### config.mk
export PLATFORM = sky130hd
export DESIGN_NAME = booth_mul_arbiter_flat
export DESIGN_NICKNAME = d
export VERILOG_FILES = /design/src/rtl/booth_mul_arbiter_if.sv /design/src/rtl/booth_mul_arbiter.sv /design/src/flat_wrapper.sv
export SDC_FILE = /design/constraint.sdc
export NUM_CORES = 1
export LEC_CHECK = 0
export ABC_CLOCK_PERIOD_IN_PS = 2100
export CORE_MARGIN = 1.5
export CORE_UTILIZATION = 25
export CTS_BUF_LIST = sky130_fd_sc_hd__clkbuf_8
export CTS_CLUSTER_SIZE = 28
export DETAILED_ROUTE_END_ITERATION = 7
export PLACE_DENSITY = 0.63
export SLEW_MARGIN = 20
export SYNTH_ARGS = -nofsm -noshare
export SYNTH_HDL_FRONTEND = slang
export SYNTH_SLANG_ARGS = --single-unit
### constraint.sdc
create_clock -name clk -period 2.1 [get_ports clk]
set_input_delay 0.315 -clock clk [delete_from_list [all_inputs] [get_ports clk]]
set_output_delay 0.315 -clock clk [all_outputs]
set_load 0.01 [all_outputs]
### src/rtl/booth_mul_arbiter_if.sv
// Requester-side bus of the Booth multiplier arbiter: operand requests in,
// product responses out, one valid/ready pair per requester.
interface booth_mul_arbiter_if #(
    parameter int NREQ = 4,
    parameter int W    = 16
);
    logic [NREQ-1:0]   req_valid;
    logic [NREQ-1:0]   req_ready;
    logic [NREQ*W-1:0] req_a;
    logic [NREQ*W-1:0] req_b;
    logic [NREQ-1:0]   resp_valid;
    logic [NREQ-1:0]   resp_ready;
    logic [2*W-1:0]    resp_data;
    logic              resp_err;

    // Requesters drive operands and response acceptance.
    modport master (
        output req_valid, req_a, req_b, resp_ready,
        input  req_ready, resp_valid, resp_data, resp_err
    );

    // The arbiter accepts operands and returns products.
    modport slave (
        input  req_valid, req_a, req_b, resp_ready,
        output req_ready, resp_valid, resp_data, resp_err
    );
endinterface

### src/rtl/booth_mul_arbiter.sv
// Shares one sequential signed multiplier core among NREQ requesters.
// Round-robin grant, start pulse to the core, bounded wait for the result
// (timeout reports an error), and response return to the owning requester.
module booth_mul_arbiter #(
    parameter int NREQ    = 4,
    parameter int W       = 16,
    parameter int TIMEOUT = 64
) (
    input  logic               clk,
    input  logic               rst_n,
    booth_mul_arbiter_if.slave bus,
    output logic               mul_start_o,
    output logic [W-1:0]       mul_a_o,
    output logic [W-1:0]       mul_b_o,
    input  logic               mul_done_i,
    input  logic [2*W-1:0]     mul_product_i,
    output logic               busy_o
);
    localparam int IW = (NREQ > 1) ? $clog2(NREQ) : 1;
    localparam int CW = $clog2(TIMEOUT + 1);

    typedef enum logic [1:0] {
        S_IDLE,
        S_ISSUE,
        S_WAIT,
        S_RESP
    } state_e;

    state_e          state_q;
    logic [IW-1:0]   last_grant_q;
    logic [IW-1:0]   owner_q;
    logic [CW-1:0]   cnt_q;
    logic            mul_start_q;
    logic [W-1:0]    mul_a_q;
    logic [W-1:0]    mul_b_q;
    logic [NREQ-1:0] resp_valid_q;
    logic [2*W-1:0]  resp_data_q;
    logic            resp_err_q;
    logic            busy_q;

    logic [NREQ-1:0] grant;
    logic [IW-1:0]   grant_idx;
    logic [IW-1:0]   cand;
    logic [W-1:0]    sel_a;
    logic [W-1:0]    sel_b;

    // Round-robin pick: first pending requester after the last one served.
    always_comb begin
        // NOTE: every combinational output gets a default first so no path leaves it unassigned (no latch).
        grant     = '0;
        grant_idx = '0;
        cand      = '0;
        sel_a     = '0;
        sel_b     = '0;
        // Scan offsets from far to near so the nearest pending requester wins.
        for (int k = NREQ; k >= 1; k--) begin
            cand = IW'((int'(last_grant_q) + k) % NREQ);
            if (bus.req_valid[cand]) begin
                grant_idx = cand;
            end
        end
        grant[grant_idx] = |bus.req_valid;
        for (int i = 0; i < NREQ; i++) begin
            if (IW'(i) == grant_idx) begin
                sel_a = bus.req_a[i*W +: W];
                sel_b = bus.req_b[i*W +: W];
            end
        end
    end

    // Offer the grant only while idle; reset forces it low as well.
    assign bus.req_ready = (rst_n && state_q == S_IDLE) ? grant : '0;

    // Transaction sequencer: accept, start core, wait/timeout, return response.
    always_ff @(posedge clk or negedge rst_n) begin
        if (!rst_n) begin
            state_q      <= S_IDLE;
            last_grant_q <= IW'(NREQ - 1);
            owner_q      <= '0;
            cnt_q        <= '0;
            mul_start_q  <= 1'b0;
            mul_a_q      <= '0;
            mul_b_q      <= '0;
            resp_valid_q <= '0;
            resp_data_q  <= '0;
            resp_err_q   <= 1'b0;
            busy_q       <= 1'b0;
        end else begin
            // NOTE: non-blocking assignments so every register updates from pre-edge values.
            mul_start_q <= 1'b0;
            case (state_q)
                S_IDLE: begin
                    if (|grant) begin
                        owner_q     <= grant_idx;
                        mul_a_q     <= sel_a;
                        mul_b_q     <= sel_b;
                        mul_start_q <= 1'b1;
                        busy_q      <= 1'b1;
                        state_q     <= S_ISSUE;
                    end
                end
                S_ISSUE: begin
                    cnt_q   <= '0;
                    state_q <= S_WAIT;
                end
                S_WAIT: begin
                    // A result arriving on the limit cycle still counts as valid.
                    if (mul_done_i) begin
                        resp_data_q  <= mul_product_i;
                        resp_err_q   <= 1'b0;
                        resp_valid_q <= NREQ'(1) << owner_q;
                        state_q      <= S_RESP;
                    end else if (cnt_q == CW'(TIMEOUT - 1)) begin
                        resp_data_q  <= '0;
                        resp_err_q   <= 1'b1;
                        resp_valid_q <= NREQ'(1) << owner_q;
                        state_q      <= S_RESP;
                    end else begin
                        cnt_q <= cnt_q + CW'(1);
                    end
                end
                S_RESP: begin
                    if (bus.resp_ready[owner_q]) begin
                        resp_valid_q <= '0;
                        last_grant_q <= owner_q;
                        busy_q       <= 1'b0;
                        state_q      <= S_IDLE;
                    end
                end
                default: state_q <= S_IDLE;
            endcase
        end
    end

    assign bus.resp_valid = resp_valid_q;
    assign bus.resp_data  = resp_data_q;
    assign bus.resp_err   = resp_err_q;
    assign mul_start_o    = mul_start_q;
    assign mul_a_o        = mul_a_q;
    assign mul_b_o        = mul_b_q;
    assign busy_o         = busy_q;
endmodule

### src/flat_wrapper.sv
// flat-port wrapper written by rule: the top's interface ports become plain ports
module booth_mul_arbiter_flat 
#(
    parameter int NREQ    = 4,
    parameter int W       = 16,
    parameter int TIMEOUT = 64
)
  (clk, rst_n, mul_start_o, mul_a_o, mul_b_o, mul_done_i, mul_product_i, busy_o, bus_req_valid, bus_req_a, bus_req_b, bus_resp_ready, bus_req_ready, bus_resp_valid, bus_resp_data, bus_resp_err);
  booth_mul_arbiter_if #(.NREQ(NREQ), .W(W)) bus_i ();
  input  logic clk;
  input  logic rst_n;
  output logic mul_start_o;
  output logic [W-1:0] mul_a_o;
  output logic [W-1:0] mul_b_o;
  input  logic mul_done_i;
  input  logic [2*W-1:0] mul_product_i;
  output logic busy_o;
  input wire logic [$bits(bus_i.req_valid)-1:0] bus_req_valid;
  input wire logic [$bits(bus_i.req_a)-1:0] bus_req_a;
  input wire logic [$bits(bus_i.req_b)-1:0] bus_req_b;
  input wire logic [$bits(bus_i.resp_ready)-1:0] bus_resp_ready;
  output wire logic [$bits(bus_i.req_ready)-1:0] bus_req_ready;
  output wire logic [$bits(bus_i.resp_valid)-1:0] bus_resp_valid;
  output wire logic [$bits(bus_i.resp_data)-1:0] bus_resp_data;
  output wire logic [$bits(bus_i.resp_err)-1:0] bus_resp_err;
  assign bus_i.req_valid = bus_req_valid;
  assign bus_i.req_a = bus_req_a;
  assign bus_i.req_b = bus_req_b;
  assign bus_i.resp_ready = bus_resp_ready;
  assign bus_req_ready = bus_i.req_ready;
  assign bus_resp_valid = bus_i.resp_valid;
  assign bus_resp_data = bus_i.resp_data;
  assign bus_resp_err = bus_i.resp_err;
  booth_mul_arbiter #(.NREQ(NREQ), .W(W), .TIMEOUT(TIMEOUT)) u_core (.clk(clk), .rst_n(rst_n), .bus(bus_i), .mul_start_o(mul_start_o), .mul_a_o(mul_a_o), .mul_b_o(mul_b_o), .mul_done_i(mul_done_i), .mul_product_i(mul_product_i), .busy_o(busy_o));
endmodule
### Word-level counts from Yosys, hierarchy flattened

Cells that the tools add are included.

| cells by class | value |
|---|---|
| add/sub/neg operators | 5 |
| magnitude comparators | 7 |
| equal/unequal tests | 12 |
| shift-type cells | 1 |
| multiplexer cells | 46 |
| bitwise gates (word level) | 1 |
| reductions and logical operators | 17 |

Operators by type and width:

| kind | count |
|---|---|
| $mux 16 | 8 |
| $mux 32 | 2 |
| $lt 2x3->1 const B | 6 |
| $mux 2 | 8 |
| $mux 4 | 4 |
| $mux 7 | 2 |
| $pmux 7 s2 | 1 |
| $mux 1 | 12 |
| $reduce_and 3->1 | 4 |
| $bmux 1 s2 | 5 |
| $pmux 2 s4 | 1 |
| $pmux 4 s2 | 1 |
| $reduce_bool 2->1 | 4 |
| $reduce_or 4->1 | 2 |
| $add 7x1->7 const B | 1 |
| $eq 7x6->1 const B | 1 |
| $ne 2x2->1 const B | 3 |
| $reduce_and 2->1 | 3 |
| $add 2x1->2 const B | 2 |
| $add 2x2->2 const B | 2 |
| $and 4x4->4 | 1 |
| $eq 2x2->1 const A | 2 |
| $eq 2x2->1 const B | 2 |
| $logic_not 2->1 | 2 |
| 9 further kinds | 10 |

| word-level totals | value |
|---|---|
| bits in registers | 84 |
| bits of input ports | 171 |
| output and inout bits | 75 |
| logic and storage cells | 100 |

### Depth between registers and ports, before layout

Gate-level depths: netlist of the first run.

| depth | value |
|---|---|
| word-level depth | 15 |
| mapped depth | 9 |
| gate-level depth less buffers | 7 |

### Least setup slack after synthesis of the first run

Ideal clock, no wire load.

| timing path | value |
|---|---|
| path kind | register to output |
| start point | register u_core.last_grant_q[1] |
| end point | output port bus_req_ready[0] |
| arrival time | 1.692 ns |
| required time | 1.785 ns |
| slack | 0.093 ns |
| cell stages (with the launch flop) | 7 |
| path buffers | 2 |
| cells stage by stage | dfstp_2 -> mux2i_1 -> o22ai_2 -> a21o_1 -> buf_6 -> buf_4 -> nor3_1 |

| on the way | value |
|---|---|
| word-level cells in the longest chain between the ends | 13 |
| elaborated cells on any way between the ends | 23 |
| those cells by class | add/sub (4); order compare (2); mux (15); bitwise (1); reduce/logical (1) |

Ends and longest elaborated chain:

| what | line | text |
|---|---|---|
| from (decl) | booth_mul_arbiter.sv:30 | `logic [IW-1:0] last_grant_q;` |
| from (signal assigned) | booth_mul_arbiter.sv:78 | `last_grant_q <= IW'(NREQ - 1);` |
| from (signal assigned) | booth_mul_arbiter.sv:125 | `last_grant_q <= owner_q;` |
| $add 2x1->2 | booth_mul_arbiter.sv:57 | `cand = IW'((int'(last_grant_q) + k) % NREQ);` |
| $bmux 1 s2 | booth_mul_arbiter.sv:58 | `if (bus.req_valid[cand]) begin` |
| $mux 1 (implied by the code) | booth_mul_arbiter.sv:58 |  |
| $mux 2 (3 in a row) | booth_mul_arbiter.sv:58 |  |
| $mux 2 (*) | booth_mul_arbiter.sv:58 |  |
| $lt 2x3->1 (implied by the code) or $ge 2x1->1 (tied branches) | booth_mul_arbiter.sv:62 | `grant[grant_idx] = \|bus.req_valid;` |
| $logic_and 1x1->1 (implied by the code) | booth_mul_arbiter.sv:62 |  |
| $mux 1 (implied by the code) | booth_mul_arbiter.sv:62 |  |
| $demux 1 s2 (*) | -- |  |
| $and 4x4->4 (no line) (*) | -- |  |
| $mux 4 (*) | booth_mul_arbiter.sv:72 | `assign bus.req_ready = (rst_n && state_q == S_IDLE) ? grant : '0;` |
| to (decl) | flat_wrapper.sv:22 | `output wire logic [$bits(bus_i.req_ready)-1:0] bus_req_ready;` |

Mark *: on every way between the ends. The rest lies on a longest branch, timed or not. The select of a mux whose other input is x is not followed.

### Final worst setup path of the first run

Same ends and word-level chain as after synthesis.

==> results.cfg, run 1 <==
[outcome]
status = complete, but fails checks
violations = negative setup slack

[global_route]
total_grt_usage_pct = 16.7
grt.overflow.total = 0
met1_usage_pct = 20.3
global_routing_s_busiest_layer = met2
grt_max_degree = 65
via_count_of_the_first_global_routing_pass = 4589
global_route_wire_length_before_repair_mm = 25.2
met3_capacity_usage_during_global_routing_pct = 4.73
grt_antenna_before_repair = 0
met2_usage_pct = 28.3

[synthesis]
ys_ff_latch = 84
synth-warning-count = 0
synth.yosys.seq_area_share_pct = 45.7
ys_async_sr_fraction_pct = 100
dominantRegCellSynth = sky130_fd_sc_hd__dfrtp_1
synth.largest_area_cell = sky130_fd_sc_hd__dfrtp_1
synth.distinct_cells = 43
synth_nets = 611
synth.avg_cell_area_um2 = 10.6
synth-edff-count = 0
ys_top_cells_by_area = sky130_fd_sc_hd__dfrtp_1, sky130_fd_sc_hd__mux2i_1, sky130_fd_sc_hd__a211oi_1
most_used_standard_cell_by_instance_count_after_synthesis = sky130_fd_sc_hd__dfrtp_1
syn_inst = 434
synth.cell_area_um2 = 4600
post_synth_most_frequent_cells = sky130_fd_sc_hd__dfrtp_1, sky130_fd_sc_hd__a211oi_1, sky130_fd_sc_hd__mux2i_1
synth_largest_type_area_fraction_pct = 44.6

[die]
core_region_area_um2 = 18000
ioPinCount = 246
initial_utilization_pct = 25.5
die_y_um = 139
die_width_um = 139
rows = 49
die_area_um2 = 19200

[critical_path]
max_stage_delay_ps = 580
setup.worst_path.end_class = primary output
crit_fanout = 5
crit_buf_inv = 1
worst-setup-path-type = reg -> out
path_cells = mux2i_2 > o22ai_2 > a21o_4 > nor3_4 > buf_6
required_time_at_the_worst_slack_endpoint_ps = 1780
worstPathArrival_ps = 1880
critical_path.startpoint_type = flop
timing.critical_path.slowest_stage_cell = sky130_fd_sc_hd__dfstp_2
critical-path-top-delay-family = flip-flops

[power]
cellPowerDensity_nw_per_um2 = 1190
ir_drop_mv = 0.585
total_leakage_power_uw = 0.00325

[timing]
hold_viol = 0
skew_ps = 14.2
setup_total_negative_slack_ps = -293
setup_slack_ps = -91.6
fmaxAchievable_ghz = 0.456
max_slew_margin_pct = 45.5
hold-worst-slack_ps = 510
drv_slew = 0
post_route_clock_period_utilization_pct = 104
rsz0062_at_grt = yes
worst-slew-pin-transition_ps = 817
report.final.setup_viol = 11
period_needed_ps = 2190

[final_layout]
fillerInstances = 1716
flow.area_growth_from_synthesis_pct = 71.0
antennaDiodeCount = 0
utilization_pct = 43.7
post_route_cells_drive_above_1_share_pct = 19.5
nNetsFinal = 870

[detailed_routing]
detailedRoute.firstPassIterationCount = 4
dr_total_vias = 4401
wire_per_inst_um = 17.5
post_detailed_routing_wire_length_mm = 16.3
final_antenna_net_count = 0
viasPerCell = 4.75
drt-initial-drc-count = 197
drcViolationCount = 0

[cts]
worstSkewPairLatency_ps = 370
cts_htree_levels = 3
cts_buffer_depth = 2
clkTransAtPathRegs_ps = 90
numCtsBuffers = 9
cts.sinks = 84
clock-root-buffer = sky130_fd_sc_hd__clkbuf_8
cts_tree = done

[placement]
gpl.final_weighted_congestion = 0.847
dp_hpwl_mm = 12.3
io_buffers = 245
place_ws_ps = -563

[hold_path]
worst_hold_path_type = reg -> reg

[job]
max_cap_violations = 0
## layer usage
layer,wire length (um),up-vias
li1,-,2101
met1,6920,2085
met2,7770,198
met3,1310,17
met4,265,0
met5,0,-
## tightest hold or removal path: stages, from the launching register on
cell and delay [ps]:
sky130_fd_sc_hd__dfrtp_1 350, sky130_fd_sc_hd__nand2_1 50, sky130_fd_sc_hd__o211ai_1 70
## registers in the layout, indices dropped and copies added (netlist names)
| name | cells |
|---|---|
| u_core.bus.resp_valid | 4 |
| u_core.owner_q | 2 |
| u_core.busy_o | 1 |
| u_core.bus.resp_err | 1 |
| u_core.state_q | 2 |
| u_core.mul_a_o | 16 |
| u_core.bus.resp_data | 32 |
| u_core.cnt_q | 7 |
| u_core.mul_b_o | 16 |
| u_core.last_grant_q | 2 |
| u_core.mul_start_o | 1 |
## where the power goes
part	internal, uW	switching [uW]
clock	460	643
sequential	2370	441
combinational	2940	2550
## kinds of logic (layout without fill, tap and decap cells)
kind of cell               Yosys count  count (layout)  share of synthesized area (%)
muxes                               55              55                           12.7
buffers and inverters               63             327                           6.39
and+or+nand+nor                    103             103                           10.5
DFF                                 84              84                           45.7
AOI/OAI and AO/OA                  119             119                           22.2
xor gates and xnor gates             4               4                          0.761
adders and majority gates            6               6                           1.63
## layout by cell type (no fill, tap or decap), types with 5 or more instances in the layout
master,count
sky130_fd_sc_hd__a211oi_1,19
sky130_fd_sc_hd__a211oi_2,41
sky130_fd_sc_hd__a22o_1,32
sky130_fd_sc_hd__buf_4,34
sky130_fd_sc_hd__clkbuf_8,10
sky130_fd_sc_hd__clkdlybuf4s50_1,239
sky130_fd_sc_hd__dfrtp_1,82
sky130_fd_sc_hd__ha_1,6
sky130_fd_sc_hd__inv_1,28
sky130_fd_sc_hd__mux2_1,5
sky130_fd_sc_hd__mux2_2,14
sky130_fd_sc_hd__mux2i_1,31
sky130_fd_sc_hd__nand2_1,21
sky130_fd_sc_hd__nand2b_1,5
sky130_fd_sc_hd__nand3_1,26
sky130_fd_sc_hd__nor2_1,29
sky130_fd_sc_hd__o211ai_1,12
## layout make-up
| class | count | area, um^2 | area share (%) |
|---|---|---|---|
| timing repair buffer | 283 | 2780 | 35.3 |
| multi-input combinational | 287 | 2420 | 30.7 |
| sequential | 84 | 2100 | 26.7 |
| tap | 229 | 287 | 3.64 |
| clock buffer | 10 | 138 | 1.75 |
| inverter | 28 | 105 | 1.34 |
| clock inverter | 6 | 41.3 | 0.524 |
## path summary, 6_finish.rpt
kind                       slack [ps]                                from  cells past startpoint                             endpoint
min                               510       u_core.mul_b_o[8]$_DFFE_PN0P_                      2        u_core.mul_b_o[8]$_DFFE_PN0P_
min in group asynchronous         540                               rst_n                      3       u_core.mul_b_o[14]$_DFFE_PN0P_
max                               -90  u_core.last_grant_q[1]$_DFFE_PN1P_                      5                     bus_req_ready[0]
max reg2reg                       -40  u_core.last_grant_q[1]$_DFFE_PN1P_                      8       u_core.mul_b_o[15]$_DFFE_PN0P_
max in group asynchronous         790                               rst_n                      3  u_core.bus.resp_data[3]$_DFFE_PN0P_
min reg2reg                       510       u_core.mul_b_o[8]$_DFFE_PN0P_                      2        u_core.mul_b_o[8]$_DFFE_PN0P_
## per-stage QoR
step | total power (uW) | area (um^2) | cells
after floorplan | 5540 | 4600 | 434
after global placement | 7960 | 7440 | 906
after detailed placement | 8090 | 7440 | 906
after CTS | 9430 | 7790 | 926
after global routing | 10000 | 7870 | 927
final | 9400 | 7870 | 927
## timing repair
item | CTS | global route
endpoints found under the setup margin | 27 | 41
hold buffers | 1 | 0
pin swaps | 4 | 3
buffers inserted | 3 | 1
gates resized for setup | 48 | 17
endpoints found under the hold margin | 20 | 0
Note: power is estimated with default switching activity, not from simulation.
==> run 2, diff against run 1 <==
--- a/config.mk
+++ b/config.mk
@@ -6,6 +6,7 @@
 export NUM_CORES = 1
 export LEC_CHECK = 0
 export ABC_CLOCK_PERIOD_IN_PS = 2100
+export CAP_MARGIN = 20
 export CORE_MARGIN = 1.5
 export CORE_UTILIZATION = 25
 export CTS_BUF_LIST = sky130_fd_sc_hd__clkbuf_8
==> results of run 2 <==
The final DEF is identical to that of run 1; final timing and power are the same.
